<file path="src/rtl/restoring_divider8_pkg.sv">
// Shared definitions for the 8-bit restoring divider: operand width,
// iteration count, FSM state encoding and the iteration counter type.
package restoring_divider8_pkg;

  localparam int DIV_WIDTH = 8;
  localparam int DIV_ITER  = 8;

  typedef enum logic [1:0] {
    IDLE = 2'd0,
    RUN  = 2'd1,
    DONE = 2'd2
  } state_t;

  typedef logic [3:0] count_t;

endpackage

</file>
<file path="src/rtl/restoring_divider8_sub_borrow9.sv">
// 9-bit ripple-borrow subtractor (a - b), built from a chain of full
// subtractors in the same style as the team's ripple-carry adder.
module sub_borrow9 (
  input  logic [8:0] a_i,
  input  logic [8:0] b_i,
  output logic [8:0] diff_o,
  output logic       borrow_o
);

  logic [9:0] bchain;

  assign bchain[0] = 1'b0;

  for (genvar i = 0; i < 9; i++) begin : g_fs
    logic axb;
    assign axb         = a_i[i] ^ b_i[i];
    assign diff_o[i]   = axb ^ bchain[i];
    assign bchain[i+1] = (~a_i[i] & b_i[i]) | (~axb & bchain[i]);
  end

  assign borrow_o = bchain[9];

endmodule

</file>
<file path="src/rtl/restoring_divider8.sv">
// Sequential 8-bit unsigned restoring divider, one quotient bit per clock,
// start/done handshake. Optional macro DIV_ZERO_TRAP_EN short-circuits a
// zero divisor straight to DONE and raises divByZero.
module restoring_divider8
  import restoring_divider8_pkg::*;
(
  input  logic                 clk,
  input  logic                 rst,
  input  logic                 start,
  input  logic [DIV_WIDTH-1:0] dividend,
  input  logic [DIV_WIDTH-1:0] divisor,
  output logic [DIV_WIDTH-1:0] quotient,
  output logic [DIV_WIDTH-1:0] remainder,
  output logic                 busy,
  output logic                 done,
  output logic                 divByZero
);

  state_t               state_q;
  count_t               cnt_q;
  logic [DIV_WIDTH:0]   r_q;
  logic [DIV_WIDTH-1:0] q_q;
  logic [DIV_WIDTH-1:0] d_q;
  logic [DIV_WIDTH-1:0] quotient_q;
  logic [DIV_WIDTH-1:0] remainder_q;
  logic                 busy_q;
  logic                 done_q;

  logic [DIV_WIDTH:0]   s_d;
  logic [DIV_WIDTH:0]   t_d;
  logic                 borrow_d;
  logic [DIV_WIDTH:0]   r_d;
  logic [DIV_WIDTH-1:0] q_d;
  logic                 last_iter;

  // R never reaches D, so its top bit is always zero and only feeds the shift width.
  logic unused_r8;
  assign unused_r8 = r_q[DIV_WIDTH];

  assign s_d = {r_q[DIV_WIDTH-1:0], q_q[DIV_WIDTH-1]};

  sub_borrow9 u_sub (
    .a_i      (s_d),
    .b_i      ({1'b0, d_q}),
    .diff_o   (t_d),
    .borrow_o (borrow_d)
  );

  assign r_d       = borrow_d ? s_d : t_d;
  assign q_d       = {q_q[DIV_WIDTH-2:0], ~borrow_d};
  assign last_iter = (cnt_q == count_t'(DIV_ITER - 1));

`ifdef DIV_ZERO_TRAP_EN
  logic dbz_q;
  assign divByZero = dbz_q;
`else
  assign divByZero = 1'b0;
`endif

  always_ff @(posedge clk) begin
    if (rst) begin
      state_q     <= IDLE;
      cnt_q       <= '0;
      quotient_q  <= '0;
      remainder_q <= '0;
      busy_q      <= 1'b0;
      done_q      <= 1'b0;
`ifdef DIV_ZERO_TRAP_EN
      dbz_q       <= 1'b0;
`endif
    end else begin
      done_q <= 1'b0;
      case (state_q)
        IDLE, DONE: begin
          if (start) begin
            q_q     <= dividend;
            d_q     <= divisor;
            r_q     <= '0;
            cnt_q   <= '0;
            state_q <= RUN;
            busy_q  <= 1'b1;
`ifdef DIV_ZERO_TRAP_EN
            dbz_q   <= 1'b0;
            if (divisor == '0) begin
              state_q     <= DONE;
              busy_q      <= 1'b0;
              done_q      <= 1'b1;
              quotient_q  <= '1;
              remainder_q <= dividend;
              dbz_q       <= 1'b1;
            end
`endif
          end else begin
            state_q <= IDLE;
          end
        end
        RUN: begin
          r_q   <= r_d;
          q_q   <= q_d;
          cnt_q <= cnt_q + count_t'(1);
          if (last_iter) begin
            state_q     <= DONE;
            busy_q      <= 1'b0;
            done_q      <= 1'b1;
            quotient_q  <= q_d;
            remainder_q <= r_d[DIV_WIDTH-1:0];
          end
        end
        default: begin
          state_q <= IDLE;
          busy_q  <= 1'b0;
        end
      endcase
    end
  end

  assign quotient  = quotient_q;
  assign remainder = remainder_q;
  assign busy      = busy_q;
  assign done      = done_q;

endmodule
</file>
<file path="config.mk">
export PLATFORM = sky130hd
export DESIGN_NAME = restoring_divider8
export DESIGN_NICKNAME = d
export VERILOG_FILES = /design/src/rtl/restoring_divider8_pkg.sv /design/src/rtl/restoring_divider8_sub_borrow9.sv /design/src/rtl/restoring_divider8.sv
export SDC_FILE = /design/constraint.sdc
export NUM_CORES = 1
export LEC_CHECK = 0
export BUFFER_PORTS_ARGS = -buffer_cell sky130_fd_sc_hd__buf_2
export CORE_ASPECT_RATIO = 0.7
export CORE_MARGIN = 4
export CORE_UTILIZATION = 40
export CTS_CLUSTER_SIZE = 20
export DETAILED_ROUTE_END_ITERATION = 6
export HOLD_SLACK_MARGIN = 0.02
export PLACE_DENSITY_LB_ADDON = 0.12
export SLEW_MARGIN = 10
export SYNTH_ARGS = -nofsm -noshare
export SYNTH_HDL_FRONTEND = slang
export SYNTH_SLANG_ARGS = --single-unit
</file>
<file path="constraint.sdc">
create_clock -name clk -period 9.6 [get_ports clk]
set_clock_uncertainty 0.15 [all_clocks]
set_input_delay 1.92 -clock clk [delete_from_list [all_inputs] [get_ports clk]]
set_output_delay 1.92 -clock clk [all_outputs]
set_load 0.01 [all_outputs]
</file>
==> flow_summary.toml, run 1 <==
[clocking]
cts_setup_buffers = 0
root_buffer = "clkbuf_8"
cts-hold-fix-buffers = 0
cts_inserted_buffers = 5
clock_sinks = 48
clk_latency_ns = 0.30
clock_path_buffers = 2
clkTransAtPathRegs_ns = 0.09
post_cts_resized = 0
cts_tree = "done"
htreeDepth = 2

[cells_and_area]
fin_nets = 259
syn2layout_area_growth_pct = 12.82
diodes = 0
drive_above_1_share_pct = 22.41
utilization_pct = 46.32

[hold_path]
worstHoldStart = "quotient[4]"
holdPathEnd = "quotient[4]"
hold_depth = 2
min_path_type = "register to register"

[logic_synthesis]
yosysTopAreaCell = "edfxtp_1"
synthCells = 201
synth.area.top_cells = "edfxtp_1 (34%), dfxtp_1 (22%), fa_1 (6.5%)"
ys_ff_latch = 48
seq_area_frac_synth_pct = 55.94
syn_nets = 229
synth_flop_cell = "edfxtp_1"
ys_types = 31
async_reset_ff_share_pct = 0
synth.top_cell.area_share_pct = 33.57
yosysWarnings = 0
syn_area_mm2 = 0.002147
syn_avg_cell_area_um2 = 10.68
synth_edf_count = 24

[timing]
tightestPinTransition_ns = 0.7988
hold_viol = 0
min_period_ns = 4.295
fin_crit_sh_pct = 44.74
slew_violations = 0
setup_ws_ns = 5.305
tns_ns = 0
clock.fmax_ghz = 0.2328
setup_viol = 0
rsz0062_at_grt = "no"
max-slew-margin-rel_pct = 46.64

[critical_path]
path_max_fanout = 10
worstReg2RegStart = "d_q[0]"
endpoint_kind = "register"
path_class = "register to register"
cp-startpoint = "d_q[0]"
r2r_end = "remainder[2]"
worst_setup_path_start_kind = "register"
cp.arrival_ns = 4.36
required_ns = 9.67
r2r_cells = 11
rrSetupSlack_ns = 5.31

[grt]
grt_pass1_wl_um = 7176
overflow = 0
grtUsageTotal_pct = 14.10
antenna_found_initial = 0
grt_pass1_vias = 1380
grt_start_max_net_pins = 36

[routing]
drc_errors = 0
detail-route-antenna-nets = 0
viasPerCell = 4.951
detail_route.wl_per_cell_um = 14.37
first_iter_violations = 75
vias = 1505
routed_wl_um = 4368
drt_first_pass_iters = 6

[placement]
place_hpwl_um = 2917
io_buffer_count = 36
placement.setup.worst_slack_ns = 5.299
gp_congestion = 0.7455

[pwr]
leakagePower_nw = 0.9809
ir_drop_v = 0.00006559
power.density_mw_per_mm2 = 160.9

[die]
die_area_mm2 = 0.006622
io_pins = 38
rows = 22
die_h_um = 69.30
start_util_pct = 41.05
die_w_um = 95.57
core_area_mm2 = 0.005230

[status]
status = "complete, no violations"

[run]
cap_violations = 0
==> cell families (layout without fill, tap and decap cells) <==
| family | Yosys count | after routing | synth area share (%) |
|---|---|---|---|
| simple gates | 66 | 66 | 15.09 |
| flops | 48 | 48 | 55.94 |
| compound gates | 43 | 43 | 10.37 |
| buf+inv | 24 | 55 | 5.594 |
| fa+ha+maj | 9 | 9 | 7.692 |
| mux | 9 | 9 | 4.720 |
| other cells | 1 | 1 | 0.1747 |
| xor+xnor | 1 | 1 | 0.4080 |
==> flip-flops by register name, indices dropped and copies added, names as in the netlist <==
signal,cells
remainder,8
r_q,8
d_q,8
cnt_q,4
q_q,8
quotient,8
busy,1
done,1
state_q,2
==> per-stage QoR <==
step                      power [mW]  hold WS [ns]  instance area, um^2  cells
after floorplan               0.2668        0.3110                 2147    201
after global placement        0.2782        0.3165                 2342    296
after detailed placement      0.2786        0.3163                 2342    296
after CTS                     0.3944        0.3285                 2422    304
after global routing          0.4110        0.3466                 2422    304
final                         0.3898        0.3257                 2422    304
==> routing by layer <==
layer | part of all wire [%] | vias to the layer above | global-route usage [%]
met3 | 5.9 | 7 | 3.796
met1 | 53 | 716 | 22.49
met4 | 1.2 | 0 | 5.047
met5 | 0 | - | 0
li1 | - | 737 | -
met2 | 40 | 45 | 17.80
==> synthesized netlist by cell type, types with 2 or more instances <==
master     n
buf_6      2
nor2b_1    8
o21ai_1    7
buf_2      2
nand3b_1   2
buf_4      3
a21oi_1   17
nand2b_1   3
a211oi_1   2
clkbuf_1   6
nand3_1    8
o21ai_0   16
inv_1     10
ha_1       2
mux2_2     9
fa_1       7
edfxtp_1  24
nor2_1    12
dfxtp_1   24
nand2_1   26
==> cell usage in the layout (no fill, tap or decap) <==
master and instances:
buf_2 36, nand2_1 26, dfxtp_1 24, edfxtp_1 24, a21oi_1 17, o21ai_0 16, nor2_1 12, inv_1 10
mux2_2 9, nor2b_1 8, nand3_1 8, o21ai_1 7, fa_1 7, clkbuf_8 5, nand2b_1 3, nand3b_1 2
a211oi_1 2, ha_1 2, clkbuf_1 2, and2b_1 1, nand2b_4 1, or3_1 1, o21bai_1 1, xnor2_1 1
nor3b_1 1, and3b_1 1, nor3_1 1, nand4b_1 1, conb_1 1, clkinv_1 1, buf_4 1
==> final cells by class <==
cell class | instances | area [um^2]
clock buffer | 7 | 76.32
clock inverter | 1 | 3.754
fill | 499 | 2808
inverter | 10 | 37.54
multi-input combinational | 129 | 825.8
sequential | 48 | 1201
tap | 72 | 90.09
timing repair buffer | 37 | 187.7
==> where the power goes <==
group          switching (mW)  internal, mW
logic                  0.0258        0.0176
clock network          0.0660        0.0509
registers             0.00434         0.225
total                  0.0962         0.294
==> worst max-delay path: stages (launching register included) <==
cell and delay (ns):
edfxtp_1 0.37, ha_1 0.20, fa_1 0.37, fa_1 0.38
fa_1 0.40, fa_1 0.39, fa_1 0.39, fa_1 0.39
fa_1 0.36, nor2b_1 0.27, mux2_2 0.34, a211oi_1 0.19
==> worst max path at each step <==
stage               slack, ns  cells after the start           end
floorplan                5.47                     12  remainder[2]
global placement         5.35                     12  remainder[2]
detailed placement       5.30                     11  remainder[2]
CTS                      5.28                     11  remainder[2]
global route             5.06                     11  remainder[2]
finish                   5.31                     11  remainder[2]
Power figures use the tool's default switching activity.
==> run 2, diff against run 1 <==
clock period = 4 ns   (was 9.6 ns; I/O delays follow)
==> run 2 against run 1 <==
Sequential share of layout area decreased by 1.5 points. Maximum frequency up 10%. Global-route usage up 0.42 points. Via count increased by 0.13%. Utilization up 1.4 points. Cell count up 0.99%.
==> flow_summary.toml, run 2 (synthesis gave the netlist of run 1 again) <==
[clocking]
clkTransAtPathRegs_ns = 0.08
htreeDepth = 2
clock_path_buffers = 2
root_buffer = "clkbuf_8"
clk_latency_ns = 0.30
cts_tree = "done"
cts_inserted_buffers = 5
cts-hold-fix-buffers = 0
clock_sinks = 48
cts_setup_buffers = 0

[cells_and_area]
drive_above_1_share_pct = 28.51
multi_input_area_um2 = 875.8
seq_area_mm2 = 0.001201
fin_area_mm2 = 0.002497
syn2layout_area_growth_pct = 16.32
layout_commonest_cell = "buf_2"
diodes = 0
nFillCells = 497
fin_nets = 262
layout_common_cells = "buf_2 (36), nand2_1 (26), dfxtp_1 (24), edfxtp_1 (24), a21oi_1 (17)"
fin_cells = 307

[timing]
hold_viol = 0
clock.fmax_ghz = 0.2568
setup_ws_ns = 0.1059
fin_crit_sh_pct = 97.35
setup_viol = 0
max-slew-margin-rel_pct = 49.51
rsz0062_at_grt = "yes"
min_period_ns = 3.894
tightestPinTransition_ns = 0.7546
slew_violations = 0

[placement]
gp_congestion = 0.7701
place_hpwl_um = 2928
placement.setup.worst_slack_ns = -0.2236
io_buffer_count = 36
dp.cells = 298
placed_cell_area_mm2 = 0.002365

[die]
die_area_mm2 = 0.006622
die_h_um = 69.30
io_pins = 38
die_w_um = 95.57
rows = 22
core_area_mm2 = 0.005230
start_util_pct = 41.05

[status]
status = "complete, no violations"

[grt]
grt_pass1_wl_um = 7320
grtUsageTotal_pct = 14.52
overflow = 0
grt_start_max_net_pins = 36
grt_pass1_vias = 1433
antenna_found_initial = 0

[routing]
viasPerCell = 4.909
vias = 1507
drc_errors = 0
detail_route.wl_per_cell_um = 14.78
routed_wl_um = 4538
detail-route-antenna-nets = 0
first_iter_violations = 71
drt_first_pass_iters = 4

[pwr]
leakagePower_nw = 1.006
power.density_mw_per_mm2 = 387.5
ir_drop_v = 0.0002098
total_power_uw = 967.8

[critical_path]
path_class = "register to register"
worstReg2RegStart = "d_q[0]"
worst_setup_path_start_kind = "register"
path_max_fanout = 5
endpoint_kind = "register"
cp-startpoint = "d_q[0]"
required_ns = 4.07
cp.arrival_ns = 3.97

[run]
cap_violations = 0

[hold_path]
min_path_type = "register to register"
worstHoldStart = "quotient[7]"
[run 2: cell type report]
cell class | count | area share (%)
sequential | 48 | 48.10
multi-input combinational | 130 | 35.07
timing repair buffer | 39 | 8.116
clock buffer | 8 | 3.607
tap | 72 | 3.607
inverter | 10 | 1.503
[run 2: path summary, 6_finish.rpt]
check,slack (ns),end,cells past startpoint
max,0.11,remainder[2],11
min,0.33,quotient[7],2
max reg2reg,0.11,remainder[2],11
min reg2reg,0.33,quotient[7],2
[run 2: per-stage QoR]
step / hold slack, ns / TNS (ns) / util [%]
global route: 0.3421 / -0.03179 / 47.75
finish: 0.3255 / 0 / 47.75
global placement: 0.3165 / -1.494 / 45.22
floorplan: 0.3110 / 0 / -
CTS: 0.3268 / 0 / 47.58
detailed placement: 0.3143 / -2.358 / 45.22
[run 2: power by group]
| part | internal (mW) | switching, mW | total, mW |
|---|---|---|---|
| registers | 0.540 | 0.0126 | 0.553 |
| logic | 0.0501 | 0.0661 | 0.116 |
| clock network | 0.141 | 0.157 | 0.299 |
[run 2: what timing repair did]
action                                  in CTS  in global routing
cloned                                       1                  0
endpoints found under the setup margin      17                 16
resized for setup                            7                  4
pin swaps                                    1                  1
[run 2: critical path, cell delays in order, from the launching register on]
cell and delay [ns]:
edfxtp_1 0.38, ha_2 0.19, fa_2 0.33, fa_2 0.35, fa_2 0.35, fa_2 0.35
fa_2 0.34, fa_2 0.35, fa_2 0.37, nor2b_4 0.17, mux2_4 0.32, a211oi_2 0.17
[run 2: metal layers]
layer  vias up  track usage, %  routed length [um]
li1        747               -                   -
met1       713           22.64                2322
met2        42           19.03                1843
met3         5           3.688                 314
met4         0           5.205                  57
met5         -               0                   0
==> run 3, diff against run 2 <==
==> constraint.sdc (replaced) <==
create_clock -name clk -period 4 [get_ports clk]
set_clock_uncertainty 0.15 [all_clocks]
set_input_delay 0 -clock clk [delete_from_list [all_inputs] [get_ports clk]]
set_output_delay 0 -clock clk [all_outputs]
set_load 0.01 [all_outputs]
==> run 3 against run 2 <==
Non-clock buffer count increased by 18. Clock power about the same. Utilization increased by 3.4 points. Clock-buffer cell count unchanged. Combinational power increased by 12%. First-iteration DRC count increased by 1.4%. Maximum frequency about the same. Register-to-register slack about the same. Sequential cell count unchanged. Cell area increased by 7.2%. Setup slack about the same. Critical endpoint unchanged. Largest cell class unchanged. Highest routed layer unchanged.
==> flow_summary.toml, run 3 (synthesis gave the netlist of run 1 again) <==
[status]
status = "complete, no violations"

[routing]
vias = 1566
detail-route-antenna-nets = 0
first_iter_violations = 72
routed_wl_um = 4656
drt_first_pass_iters = 4
drc_errors = 0
viasPerCell = 4.818
detail_route.wl_per_cell_um = 14.33

[timing]
min_period_ns = 3.894
clock.fmax_ghz = 0.2568
rsz0062_at_grt = "yes"
hold_viol = 0
fin_hold_ws_ns = 0.2549
tightestPinTransition_ns = 0.7547
slew_violations = 0
fin_crit_sh_pct = 97.35
setup_viol = 0
max-slew-margin-rel_pct = 49.50

[cells_and_area]
diodes = 0
syn2layout_area_growth_pct = 24.71
layout_common_cells = "buf_2 (36), nand2_1 (26), dfxtp_1 (24), edfxtp_1 (24), dlygate4sd3_1 (18)"
fin_nets = 280
nFillCells = 475
drive_above_1_share_pct = 26.48
utilization_pct = 51.20
layout_commonest_cell = "buf_2"

[clocking]
root_buffer = "clkbuf_8"
clock_path_buffers = 2
cts_inserted_buffers = 5
cts_tree = "done"
clk_latency_ns = 0.30
clock_sinks = 48
clkTransAtPathRegs_ns = 0.08
htreeDepth = 2
cts_setup_buffers = 0

[placement]
place_hpwl_um = 2928
gp_congestion = 0.7701
io_buffer_count = 36

[critical_path]
crit_family = "adder cells"
path_cells = "ha_2, fa_2, fa_2, fa_2, fa_2, fa_2, fa_2, fa_2, nor2b_4, mux2_4, a211oi_2"
crit_path_top_delay_cell = "edfxtp_1"
cp.depth = 11
path_class = "register to register"
required_ns = 4.07
cpMostUsedCell = "fa_2"
worstReg2RegStart = "d_q[0]"
r2r_end = "remainder[2]"
worst_setup_path_start_kind = "register"
cp.arrival_ns = 3.97
r2r_cells = 11
path_max_fanout = 5
worst-path-buf-inv = 0
rrSetupSlack_ns = 0.11
critPathMaxStageDelay_ns = 0.38
endpoint_kind = "register"

[grt]
grt_pass1_wl_um = 7465
antenna_found_initial = 0
grtUsageTotal_pct = 14.76
grt_start_max_net_pins = 36
grt_pass1_vias = 1485
overflow = 0

[pwr]
total_power_uw = 981.0
leakagePower_nw = 1.081
ir_drop_v = 0.0002102
power.density_mw_per_mm2 = 366.4

[die]
start_util_pct = 41.05
io_pins = 38
die_w_um = 95.57
rows = 22
die_h_um = 69.30
die_area_mm2 = 0.006622
core_area_mm2 = 0.005230

[hold_path]
min_path_type = "input port to register"
holdPathEnd = "d_q[2]"
worstHoldStart = "divisor[2]"
hold_depth = 2

[run]
cap_violations = 0
==> run 3: cell types whose count changed in the layout (fill, tap and decap cells not counted), sizes merged <==
cell / change
dlygate4sd3: +18
==> run 3: cell type report <==
| class | instances | area (um^2) | share of cell area (%) |
|---|---|---|---|
| Timing Repair Buffer | 57 | 382.9 | 14.30 |
| Tap cell | 72 | 90.09 | 3.364 |
| Sequential cell | 48 | 1201 | 44.86 |
| Clock buffer | 8 | 90.09 | 3.364 |
| Inverter | 10 | 37.54 | 1.402 |
| Multi-Input combinational cell | 130 | 875.8 | 32.71 |
==> run 3: worst reg2reg max path, delay by kind of cell (launching register included) <==
| kind | cells | cell delay, ns |
|---|---|---|
| AOI/OAI and AO/OA | 1 | 0.17 |
| muxes | 1 | 0.32 |
| adders and majority gates | 8 | 2.63 |
| and+or+nand+nor | 1 | 0.17 |
| DFF | 1 | 0.38 |
==> run 3: timing repair <==
action / in CTS / in global routing
gates cloned: 1 / 0
hold buffers: 18 / 0
endpoints found under the hold margin: 22 / 0
pin swaps: 1 / 1
setup endpoints to repair: 17 / 16
gates resized for setup: 7 / 4
==> run 3: per-stage QoR <==
| step | std cells | worst slack (ns) | TNS, ns | cell area [um^2] |
|---|---|---|---|---|
| after floorplan | 201 | 0.005000 | 0 | 2157 |
| after global placement | 298 | -0.1382 | -1.494 | 2365 |
| after detailed placement | 298 | -0.2236 | -2.358 | 2365 |
| after CTS | 325 | 0.005965 | 0 | 2669 |
| after global routing | 325 | -0.01596 | -0.03171 | 2678 |
| final | 325 | 0.1061 | 0 | 2678 |
==> run 3: report_power, final <==
part | switching, mW | internal (mW) | leakage (nW)
combinational | 0.0681 | 0.0615 | 0.614
clock | 0.157 | 0.141 | 0.0455
sequential | 0.0126 | 0.540 | 0.422
==> run 3: how the worst max path moves through the flow <==
| stage | from | to | slack [ns] |
|---|---|---|---|
| 2_1_floorplan | d_q[0] | remainder[2] | 0.005 |
| 3_3_place_gp | d_q[0] | remainder[2] | -0.14 |
| 3_5_place_dp | q_q[7] | remainder[2] | -0.22 |
| 4_1_cts | q_q[7] | remainder[2] | 0.006 |
| 5_1_grt | q_q[7] | remainder[2] | -0.02 |
| 6_report | d_q[0] | remainder[2] | 0.11 |
==> run 3: layer usage <==
| metal | global-route usage, % | share of wire (%) | up-vias |
|---|---|---|---|
| li1 | - | - | 782 |
| met1 | 22.91 | 51 | 737 |
| met2 | 19.65 | 41 | 42 |
| met3 | 3.579 | 6.6 | 5 |
| met4 | 5.205 | 1.2 | 0 |
| met5 | 0 | 0 | - |
